File: src/rtl/inter_packet_gap_monitor_pkg.sv
// Shared definitions for the inter-packet gap monitor. The default tuser gap
// field location is also used by the generator's inter-packet delay stage, so
// both ends of the link agree on where the gap lives.
package inter_packet_gap_monitor_pkg;

  // Default width of gap, statistic and counter values.
  localparam int unsigned GAP_WIDTH_DEFAULT = 32;

  // Default LSB of the tuser field that carries the measured gap.
  localparam int unsigned GAP_TUSER_OFFSET_DEFAULT = 32;

  // Packet framing state seen on the slave side.
  typedef enum logic [0:0] {
    StIdle,
    StInPkt
  } frame_state_e;

endpackage

File: src/rtl/axis_pipe_reg.sv
// Generic one-stage AXI-Stream register slice (tdata/tstrb/tuser/tlast).
// Full throughput, one cycle latency, output held stable under backpressure.
module axis_pipe_reg #(
  parameter int unsigned DataWidth = 256,
  parameter int unsigned UserWidth = 128
) (
  input  logic                   i_clk,
  input  logic                   i_rst,
  input  logic [DataWidth-1:0]   i_s_tdata,
  input  logic [DataWidth/8-1:0] i_s_tstrb,
  input  logic [UserWidth-1:0]   i_s_tuser,
  input  logic                   i_s_tlast,
  input  logic                   i_s_tvalid,
  output logic                   o_s_tready,
  output logic [DataWidth-1:0]   o_m_tdata,
  output logic [DataWidth/8-1:0] o_m_tstrb,
  output logic [UserWidth-1:0]   o_m_tuser,
  output logic                   o_m_tlast,
  output logic                   o_m_tvalid,
  input  logic                   i_m_tready
);

  logic                   r_valid;
  logic [DataWidth-1:0]   r_tdata;
  logic [DataWidth/8-1:0] r_tstrb;
  logic [UserWidth-1:0]   r_tuser;
  logic                   r_tlast;
  logic                   w_s_tready;

  // Slot can take a new beat when empty or when its content leaves this cycle.
  assign w_s_tready = !r_valid || i_m_tready;

  // Register slot: load on acceptance, empty when drained with nothing incoming.
  always_ff @(posedge i_clk) begin
    if (i_rst) begin
      r_valid <= 1'b0;
      r_tdata <= '0;
      r_tstrb <= '0;
      r_tuser <= '0;
      r_tlast <= 1'b0;
    end else if (w_s_tready) begin
      r_valid <= i_s_tvalid;
      if (i_s_tvalid) begin
        r_tdata <= i_s_tdata;
        r_tstrb <= i_s_tstrb;
        r_tuser <= i_s_tuser;
        r_tlast <= i_s_tlast;
      end
    end
  end

  assign o_s_tready = w_s_tready;
  assign o_m_tvalid = r_valid;
  assign o_m_tdata  = r_tdata;
  assign o_m_tstrb  = r_tstrb;
  assign o_m_tuser  = r_tuser;
  assign o_m_tlast  = r_tlast;

endmodule

File: src/rtl/inter_packet_gap_monitor.sv
// Measures the idle gap (in axi_aclk cycles) between consecutive packets on
// the monitor AXI-Stream path, stamps it into the first beat's tuser field and
// keeps last/min/max/count statistics for the register block.
module inter_packet_gap_monitor
  import inter_packet_gap_monitor_pkg::*;
#(
  parameter int unsigned C_M_AXIS_DATA_WIDTH  = 256,
  parameter int unsigned C_S_AXIS_DATA_WIDTH  = 256,
  parameter int unsigned C_M_AXIS_TUSER_WIDTH = 128,
  parameter int unsigned C_S_AXIS_TUSER_WIDTH = 128,
  parameter int unsigned C_S_AXI_DATA_WIDTH   = GAP_WIDTH_DEFAULT,
  parameter int unsigned C_GAP_TUSER_OFFSET   = GAP_TUSER_OFFSET_DEFAULT
) (
  input  logic                              axi_aclk,
  input  logic                              axi_areset,
  input  logic [C_S_AXIS_DATA_WIDTH-1:0]    s_axis_tdata,
  input  logic [C_S_AXIS_DATA_WIDTH/8-1:0]  s_axis_tstrb,
  input  logic [C_S_AXIS_TUSER_WIDTH-1:0]   s_axis_tuser,
  input  logic                              s_axis_tvalid,
  output logic                              s_axis_tready,
  input  logic                              s_axis_tlast,
  output logic [C_M_AXIS_DATA_WIDTH-1:0]    m_axis_tdata,
  output logic [C_M_AXIS_DATA_WIDTH/8-1:0]  m_axis_tstrb,
  output logic [C_M_AXIS_TUSER_WIDTH-1:0]   m_axis_tuser,
  output logic                              m_axis_tvalid,
  input  logic                              m_axis_tready,
  output logic                              m_axis_tlast,
  input  logic                              sw_rst,
  input  logic                              ipg_en,
  output logic [C_S_AXI_DATA_WIDTH-1:0]     last_gap,
  output logic [C_S_AXI_DATA_WIDTH-1:0]     min_gap,
  output logic [C_S_AXI_DATA_WIDTH-1:0]     max_gap,
  output logic [C_S_AXI_DATA_WIDTH-1:0]     gap_count,
  output logic [C_S_AXI_DATA_WIDTH-1:0]     pkt_count
);

  localparam int unsigned     GapW        = C_S_AXI_DATA_WIDTH;
  localparam logic [GapW-1:0] GapOne      = {{(GapW-1){1'b0}}, 1'b1};
  localparam logic [GapW-1:0] MinGapReset = '1;

  // Handshake and framing
  logic                            w_s_tready;
  logic                            w_accept;
  logic                            w_accept_last;
  logic                            w_in_pkt;
  logic                            w_first;
  frame_state_e                    r_state;
  frame_state_e                    w_state_d;

  // Gap measurement
  logic [GapW-1:0]                 r_gap;
  logic [GapW-1:0]                 w_gap_d;
  logic                            r_armed;
  logic                            w_gap_valid;
  logic [C_S_AXIS_TUSER_WIDTH-1:0] w_tuser_stamped;

  // Statistics
  logic [GapW-1:0]                 r_last_gap;
  logic [GapW-1:0]                 r_min_gap;
  logic [GapW-1:0]                 r_max_gap;
  logic [GapW-1:0]                 r_gap_count;
  logic [GapW-1:0]                 r_pkt_count;

  assign w_accept      = s_axis_tvalid && w_s_tready;
  assign w_accept_last = w_accept && s_axis_tlast;
  assign w_in_pkt      = (r_state == StInPkt);
  assign w_first       = w_accept && !w_in_pkt;
  // Only a first beat following an armed packet end yields a usable gap.
  assign w_gap_valid   = w_first && r_armed && ipg_en;

  // Framing next state: enter a packet on a non-last beat, leave on tlast.
  always_comb begin
    w_state_d = r_state;
    unique case (r_state)
      StIdle:  if (w_accept && !s_axis_tlast) w_state_d = StInPkt;
      StInPkt: if (w_accept_last) w_state_d = StIdle;
      default: w_state_d = StIdle;
    endcase
  end

  // Framing state register; sw_rst deliberately leaves framing alone.
  always_ff @(posedge axi_aclk) begin
    if (axi_areset) r_state <= StIdle;
    else            r_state <= w_state_d;
  end

  // Gap counter next value: restart at tlast, hold at 0 inside a packet,
  // otherwise count idle cycles and stick at all-ones.
  always_comb begin
    w_gap_d = r_gap;
    if (w_accept_last || w_in_pkt) begin
      w_gap_d = '0;
    end else if (!(&r_gap)) begin
      w_gap_d = r_gap + GapOne;
    end
  end

  // Gap counter register.
  always_ff @(posedge axi_aclk) begin
    if (axi_areset || sw_rst) r_gap <= '0;
    else                      r_gap <= w_gap_d;
  end

  // Armed once a packet has ended while enabled; any clear or disable drops it.
  always_ff @(posedge axi_aclk) begin
    if (axi_areset || sw_rst || !ipg_en) r_armed <= 1'b0;
    else if (w_accept_last)              r_armed <= 1'b1;
  end

  // Stamp the gap (or 0 when unarmed) into the first beat before the slice.
  always_comb begin
    w_tuser_stamped = s_axis_tuser;
    if (ipg_en && !w_in_pkt) begin
      w_tuser_stamped[C_GAP_TUSER_OFFSET +: GapW] = r_armed ? r_gap : '0;
    end
  end

  // Statistics; a clear takes priority over a same-cycle update.
  always_ff @(posedge axi_aclk) begin
    if (axi_areset || sw_rst) begin
      r_last_gap  <= '0;
      r_min_gap   <= MinGapReset;
      r_max_gap   <= '0;
      r_gap_count <= '0;
      r_pkt_count <= '0;
    end else begin
      if (w_gap_valid) begin
        r_last_gap <= r_gap;
        if (r_gap < r_min_gap) r_min_gap <= r_gap;
        if (r_gap > r_max_gap) r_max_gap <= r_gap;
        if (!(&r_gap_count))   r_gap_count <= r_gap_count + GapOne;
      end
      if (w_accept_last && ipg_en && !(&r_pkt_count)) begin
        r_pkt_count <= r_pkt_count + GapOne;
      end
    end
  end

  axis_pipe_reg #(
    .DataWidth (C_S_AXIS_DATA_WIDTH),
    .UserWidth (C_S_AXIS_TUSER_WIDTH)
  ) u_pipe (
    .i_clk      (axi_aclk),
    .i_rst      (axi_areset),
    .i_s_tdata  (s_axis_tdata),
    .i_s_tstrb  (s_axis_tstrb),
    .i_s_tuser  (w_tuser_stamped),
    .i_s_tlast  (s_axis_tlast),
    .i_s_tvalid (s_axis_tvalid),
    .o_s_tready (w_s_tready),
    .o_m_tdata  (m_axis_tdata),
    .o_m_tstrb  (m_axis_tstrb),
    .o_m_tuser  (m_axis_tuser),
    .o_m_tlast  (m_axis_tlast),
    .o_m_tvalid (m_axis_tvalid),
    .i_m_tready (m_axis_tready)
  );

  assign s_axis_tready = w_s_tready;
  assign last_gap      = r_last_gap;
  assign min_gap       = r_min_gap;
  assign max_gap       = r_max_gap;
  assign gap_count     = r_gap_count;
  assign pkt_count     = r_pkt_count;

endmodule

File: config.mk
export PLATFORM = sky130hd
export DESIGN_NAME = inter_packet_gap_monitor
export DESIGN_NICKNAME = d
export VERILOG_FILES = /design/src/rtl/inter_packet_gap_monitor_pkg.sv /design/src/rtl/axis_pipe_reg.sv /design/src/rtl/inter_packet_gap_monitor.sv
export SDC_FILE = /design/constraint.sdc
export NUM_CORES = 1
export LEC_CHECK = 0
export CORE_AREA = 2 2 388 390
export DETAILED_ROUTE_END_ITERATION = 6
export DIE_AREA = 0 0 390 392
export GPL_TIMING_DRIVEN = 0
export SETUP_SLACK_MARGIN = 0.3
export SYNTH_ARGS = -nofsm -noshare
export SYNTH_HDL_FRONTEND = slang
export SYNTH_SLANG_ARGS = --single-unit
File: constraint.sdc
create_clock -name axi_aclk -period 3.3 [get_ports axi_aclk]
set_input_delay 0.495 -clock axi_aclk [delete_from_list [all_inputs] [get_ports axi_aclk]]
set_output_delay 0.495 -clock axi_aclk [all_outputs]
set_load 0.02 [all_outputs]
==> results of run 1 <==
layout make-up:
class	count	area (um^2)	share of cell area [%]
timing repair buffer	1000	10000	25.5
clock inverter	26	362	0.923
inverter	73	274	0.699
antenna	26	65.1	0.166
sequential	612	12300	31.3
clock buffer	112	2200	5.61
multi-input combinational	2096	10800	27.4
buffer	206	845	2.15
tap	1944	2430	6.21
kinds of logic after synthesis:
logic type	Yosys count	share of synthesized area [%]
AND/OR/NAND/NOR	1313	23.5
flip-flops	612	51.0
AO/OA/AOI/OAI	609	13.5
buffers and inverters	279	4.45
XOR/XNOR	75	2.73
adder cells (fa/ha/maj)	66	3.44
multiplexers	33	1.37
final timing paths:
kind	start	endpoint	slack [ns]	cells after the start
setup / recovery	s_axis_tvalid	u_pipe.o_m_tuser[102]	0.31	7
hold / removal	s_axis_tdata[15]	u_pipe.o_m_tdata[15]	0.35	3
setup reg to reg	u_pipe.o_m_tvalid	u_pipe.o_m_tuser[62]	0.42	7
hold reg to reg	u_pipe.o_m_tuser[19]	u_pipe.o_m_tuser[19]	0.45	2
tightest hold or removal path, cell delays in order:
cell             delay, ns
clkdlybuf4s50_1       0.40
nand2_1               0.06
a21oi_1               0.05
stage by stage:
step                utilization [%]  worst slack (ns)  cells  setup TNS, ns  hold WS (ns)
floorplan                         -             0.803   2987              0         0.465
global placement               24.5             -1.43   5931        -384.17         0.441
detailed placement             24.5             -1.02   5931        -279.08         0.446
CTS                            26.3             0.305   6069              0         0.279
global route                   26.3             0.281   6093              0         0.304
finish                         26.3             0.306   6095              0         0.350
power by group:
part | total [W] | switching (W) | internal [W]
Sequential | 0.00790 | 0.000208 | 0.00769
Clock | 0.00868 | 0.00369 | 0.00499
Combinational | 0.00270 | 0.00156 | 0.00115
Total | 0.0193 | 0.00545 | 0.0138
Yosys cell counts, types with 3 or more instances:
library cell	instances
xnor2_1	52
or4_1	5
nand2_1	953
dfxtp_1	612
o211ai_1	9
inv_1	72
clkbuf_1	188
a21oi_1	485
o21ai_0	48
and3_1	12
a31oi_1	4
ha_1	66
nor3_2	7
nor2_1	98
xor2_1	23
or2_2	4
and2_1	4
nand4_1	42
nand3_1	89
or3_1	13
a22oi_1	32
and4_1	17
a21o_1	7
nor4_1	13
nor3_1	27
o21bai_1	3
buf_2	11
buf_1	6
a221oi_1	3
nor3b_1	5
mux2i_1	33
timing repair:
action	in CTS	in global routing
setup buffers	0	0
setup endpoints to repair	469	121
pin swaps	0	1
resized for setup	26	34
layer usage:
metal | vias to the layer above | global-route usage [%] | wire, um
li1 | 12176 | - | -
met3 | 266 | 11.0 | 22200
met4 | 28 | 9.31 | 6920
met1 | 12636 | 24.0 | 63100
met2 | 1324 | 29.1 | 68700
met5 | - | 0 | 140
registers in the layout (all words and copies together), names as in the netlist, 32 cells and up, named ones only:
name              flops
min_gap              32
last_gap             32
u_pipe.o_m_tstrb     32
pkt_count            32
r_gap                32
max_gap              32
u_pipe.o_m_tuser    128
u_pipe.o_m_tdata    256
gap_count            32
==> impl_metrics.yaml, run 1 <==
clocking:
  cts_buffers: 77
  cts_tree: "built"
  htree_levels: 3
  root_buffer: "clkbuf_16"
  postCtsHoldBufs: 0
  clock_latency_ns: 0.69
  clkSinkCount: 612
  cts_buffer_depth: 3
  clkTransAtPathRegs_ns: 0.06
power_and_ir_drop:
  cellPowerDensity_nw_per_um2: 492
  p_leak_nw: 14.0
  max-vdd-ir-drop_mv: 0.315
  p_total_w: 0.0193
drt:
  via_per_inst: 4.34
  wl_per_cell_um: 26.4
  routed_wl_um: 161000
  dr_total_vias: 26430
  drcViolationCount: 0
  drtPass1Iterations: 6
  drt_iter0_drc: 1955
  antenna_left: 0
grt:
  grt_max_degree: 14
  overflow: 0
  grt_pass1_vias: 24735
  antenna_found_initial: 75
  grt.total_usage_pct: 20.1
  grt_first_pass_wirelength_um: 210000
floorplanning:
  dieArea_um2: 153000
  initial_utilization_pct: 16.1
  core_um2: 149000
  std_cell_rows: 142
  num_io_pins: 1002
  die_w_um: 390
  die_h_um: 392
critical_path:
  cpLargestDelayFamily: "buffers and inverters"
  cp_slowest_cell: "clkdlybuf4s50_1"
  cp_max_fo: 10
  path_cells: "clkdlybuf4s50_1, inv_2, nor2_2, clkbuf_4, clkbuf_1, nand2_1, a21oi_1"
  worstSetupPathType: "primary input to flop"
  crit_required_ns: 3.88
  crit_buf_inv: 4
  arrival_ns: 3.57
  cp-end-kind: "flop"
  slowest_delay_ns: 0.75
  start_kind: "primary input"
placement:
  portBuffers: 1000
  gp_routability_congestion: 0.972
  placed_cell_area_um2: 36500
  dp_hpwl_um: 135000
yosys:
  synth_flop_cell: "dfxtp_1"
  synth_cell_types: 67
  ys_ff_latch: 612
  avgSynthCellArea_um2: 8.04
  synth-async-reset-ratio_pct: 0
  syn-cell-area_um2: 24000
  yosysTopAreaCellShare_pct: 51.0
  yosysTopAreaCell: "dfxtp_1"
  synth_area_leaders: "dfxtp_1, nand2_1, a21oi_1, ha_1, clkbuf_1"
  synth_fp_nets: 3476
  postSynthCellCount: 2987
  synth-edff-count: 0
  seq_area_frac_synth_pct: 51.0
  yosys_warnings: 0
final_layout:
  fin_area_um2: 39200
  layout_common_cells: "clkdlybuf4s50_1, nand2_1, dfxtp_1"
  fin_nets: 4555
  nFillCells: 16142
  syn_to_final_growth_pct: 63.1
  final_common_cell: "clkdlybuf4s50_1"
  drive_gt1_share_pct: 4.82
min_path:
  hold_path_class: "primary input to flop"
run_status:
  status: "finished clean"
timing:
  drv_slew: 0
  rsz0062_at_grt: "yes"
  setup_viol: 0
  hold_violations: 0
  skew_ns: 0.0359
  period_needed_ns: 2.99
  worst_pin_slew_ns: 1.08
  fin_crit_sh_pct: 90.7
  slew_headroom_pct: 28.2
  max_freq_ghz: 0.334
run:
  maxCapViolCount: 0
No activity file was read; power rests on OpenSTA's default activity.
==> inputs of run 2 (changes only) <==
GPL_TIMING_DRIVEN = unset   (was 0)
REMOVE_ABC_BUFFERS = 1   (was unset)
==> impl_metrics.yaml, run 2 (same netlist as run 1, synthesis figures left out) <==
power_and_ir_drop:
  intPower_w: 0.0141
  cellPowerDensity_nw_per_um2: 488
  power_switching_w: 0.00515
  switching_share_pct: 26.8
  max-vdd-ir-drop_mv: 0.342
  p_seq_share_pct: 40.9
  p_leak_nw: 14.2
  p_comb_share_pct: 13.1
  clock_power_share_pct: 46.0
clocking:
  htree_levels: 3
  root_buffer: "clkbuf_16"
  cts_tree: "built"
  clkSinkCount: 612
  clock_latency_ns: 0.67
  clkTransAtPathRegs_ns: 0.07
  cts_buffers: 79
  cts_buffer_depth: 3
critical_path:
  worstSetupPathType: "flop to flop"
  r2r-end: "max_gap[25]"
  startpoint: "max_gap[29]"
  crit_buf_inv: 2
  worst-r2r-setup-slack_ns: 0.51
  crit_cells: 9
  arrival_ns: 3.39
  cp_slowest_cell: "o22ai_1"
  cp_max_fo: 25
  slowest_delay_ns: 0.48
  crit_required_ns: 3.90
  cpLargestDelayFamily: "compound AO/OA/AOI/OAI gates"
  start_kind: "flop"
  r2r_cells: 9
  endpoint: "max_gap[25]"
  cp-end-kind: "flop"
  path_cells: "inv_1, ha_1, nand4_1, or3_1, o22ai_1, o311ai_1, a21oi_4, buf_12, mux2i_1"
  rr_startpoint: "max_gap[29]"
placement:
  dp_hpwl_um: 104000
  dp_slack_ns: 0.222
  gp_routability_congestion: 0.871
  placed_cell_area_um2: 36700
  portBuffers: 1001
  place_inst: 5821
timing:
  worst_slack_ns: 0.505
  rsz0062_at_grt: "no"
  worst_pin_slew_ns: 0.895
  skew_ns: 0.0262
  period_needed_ns: 2.79
  drv_slew: 0
  slew_headroom_pct: 40.1
  setup_viol: 0
  max_freq_ghz: 0.358
  fin_crit_sh_pct: 84.7
  hold_violations: 0
drt:
  dr_total_vias: 25032
  via_per_inst: 4.18
  drt_iter0_drc: 1410
  routed_wl_um: 131000
  drcViolationCount: 0
  antenna_left: 0
  wl_per_cell_um: 21.8
  drtPass1Iterations: 5
floorplanning:
  dieArea_um2: 153000
  initial_utilization_pct: 16.1
  die_h_um: 392
  std_cell_rows: 142
  die_w_um: 390
  core_um2: 149000
  num_io_pins: 1002
grt:
  grt_max_degree: 114
  grt_pass1_vias: 24263
  overflow: 0
  grt.total_usage_pct: 16.3
  antenna_found_initial: 67
  grt_first_pass_wirelength_um: 180000
final_layout:
  layout_common_cells: "clkdlybuf4s50_1, nand2_1, dfxtp_1"
  fin_nets: 4447
  syn_to_final_growth_pct: 63.8
  final_common_cell: "clkdlybuf4s50_1"
  fin_area_um2: 39400
  largest_reg_flops: 256
  drive_gt1_share_pct: 6.12
  final_cell_count_no_fill: 5988
run_status:
  status: "finished clean"
min_path:
  hold_path_class: "primary input to flop"
run:
  maxCapViolCount: 0
==> run 2: cell count changes in the layout (fill, tap and decap cells not counted), sizes merged <==
cell      change
buf          +77
bufinv        +1
clkbuf      -181
clkinv        -7
clkinvlp      -1
diode         +1
inv           +3
==> run 2: cell type report <==
type	instances	area (um^2)
clock inverter	22	308
inverter	73	274
antenna	27	67.6
sequential	612	12300
timing repair buffer	1096	11000
multi-input combinational	2096	10800
fill	16019	110000
tap	1944	2430
clock buffer	118	2290
==> run 2: routing by layer <==
metal	up-vias	wire [um]	part of all wire, %	global-route usage [%]
li1	11957	-	-	-
met1	11826	54200	41	20.1
met2	1001	58400	45	25.7
met3	228	13400	10	6.26
met4	20	4520	3.5	5.95
met5	-	117	0.090	0
==> run 2: power by group through the flow <==
stage               logic [W]  registers, W  clock network [W]
finish                0.00252       0.00786            0.00884
global route          0.00270       0.00789            0.00940
detailed placement    0.00255       0.00801                  0
CTS                   0.00256       0.00786            0.00914
global placement      0.00254       0.00800                  0
floorplan            0.000672       0.00835                  0
==> run 2: timing repair <==
item	CTS	global route
endpoints found under the setup margin	0	27
setup buffers	0	0
gates resized for setup	0	1
hold endpoints to repair	0	0
hold buffers	0	0
==> run 2: how the worst min path moves through the flow <==
stage                               start                     to  slack, ns  cells past startpoint
finish                         axi_areset             max_gap[5]       0.30                      4
global route                   axi_areset                r_armed       0.28                      3
CTS                            axi_areset             max_gap[5]       0.23                      4
detailed placement  u_pipe.o_m_tdata[210]  u_pipe.o_m_tdata[210]       0.45                      2
global placement    u_pipe.o_m_tdata[102]  u_pipe.o_m_tdata[102]       0.44                      2
floorplan                         r_armed                r_armed       0.46                      1
==> run 2: per-stage QoR <==
stage / util (%) / power [W] / hold slack (ns) / setup TNS, ns
finish: 26.4 / 0.0192 / 0.303 / 0
global route: 26.4 / 0.0200 / 0.280 / 0
global placement: 24.6 / 0.0105 / 0.441 / 0
CTS: 26.4 / 0.0196 / 0.231 / 0
detailed placement: 24.6 / 0.0106 / 0.445 / 0
floorplan: - / 0.00902 / 0.465 / -3836.43
==> run 2: worst register-to-register path, cell delays in order, from the launching register on <==
cell and delay (ns):
dfxtp_1 0.38, inv_1 0.06, ha_1 0.30, nand4_1 0.17, or3_1 0.41, o22ai_1 0.48
o311ai_1 0.24, a21oi_4 0.19, buf_12 0.24, mux2i_1 0.25
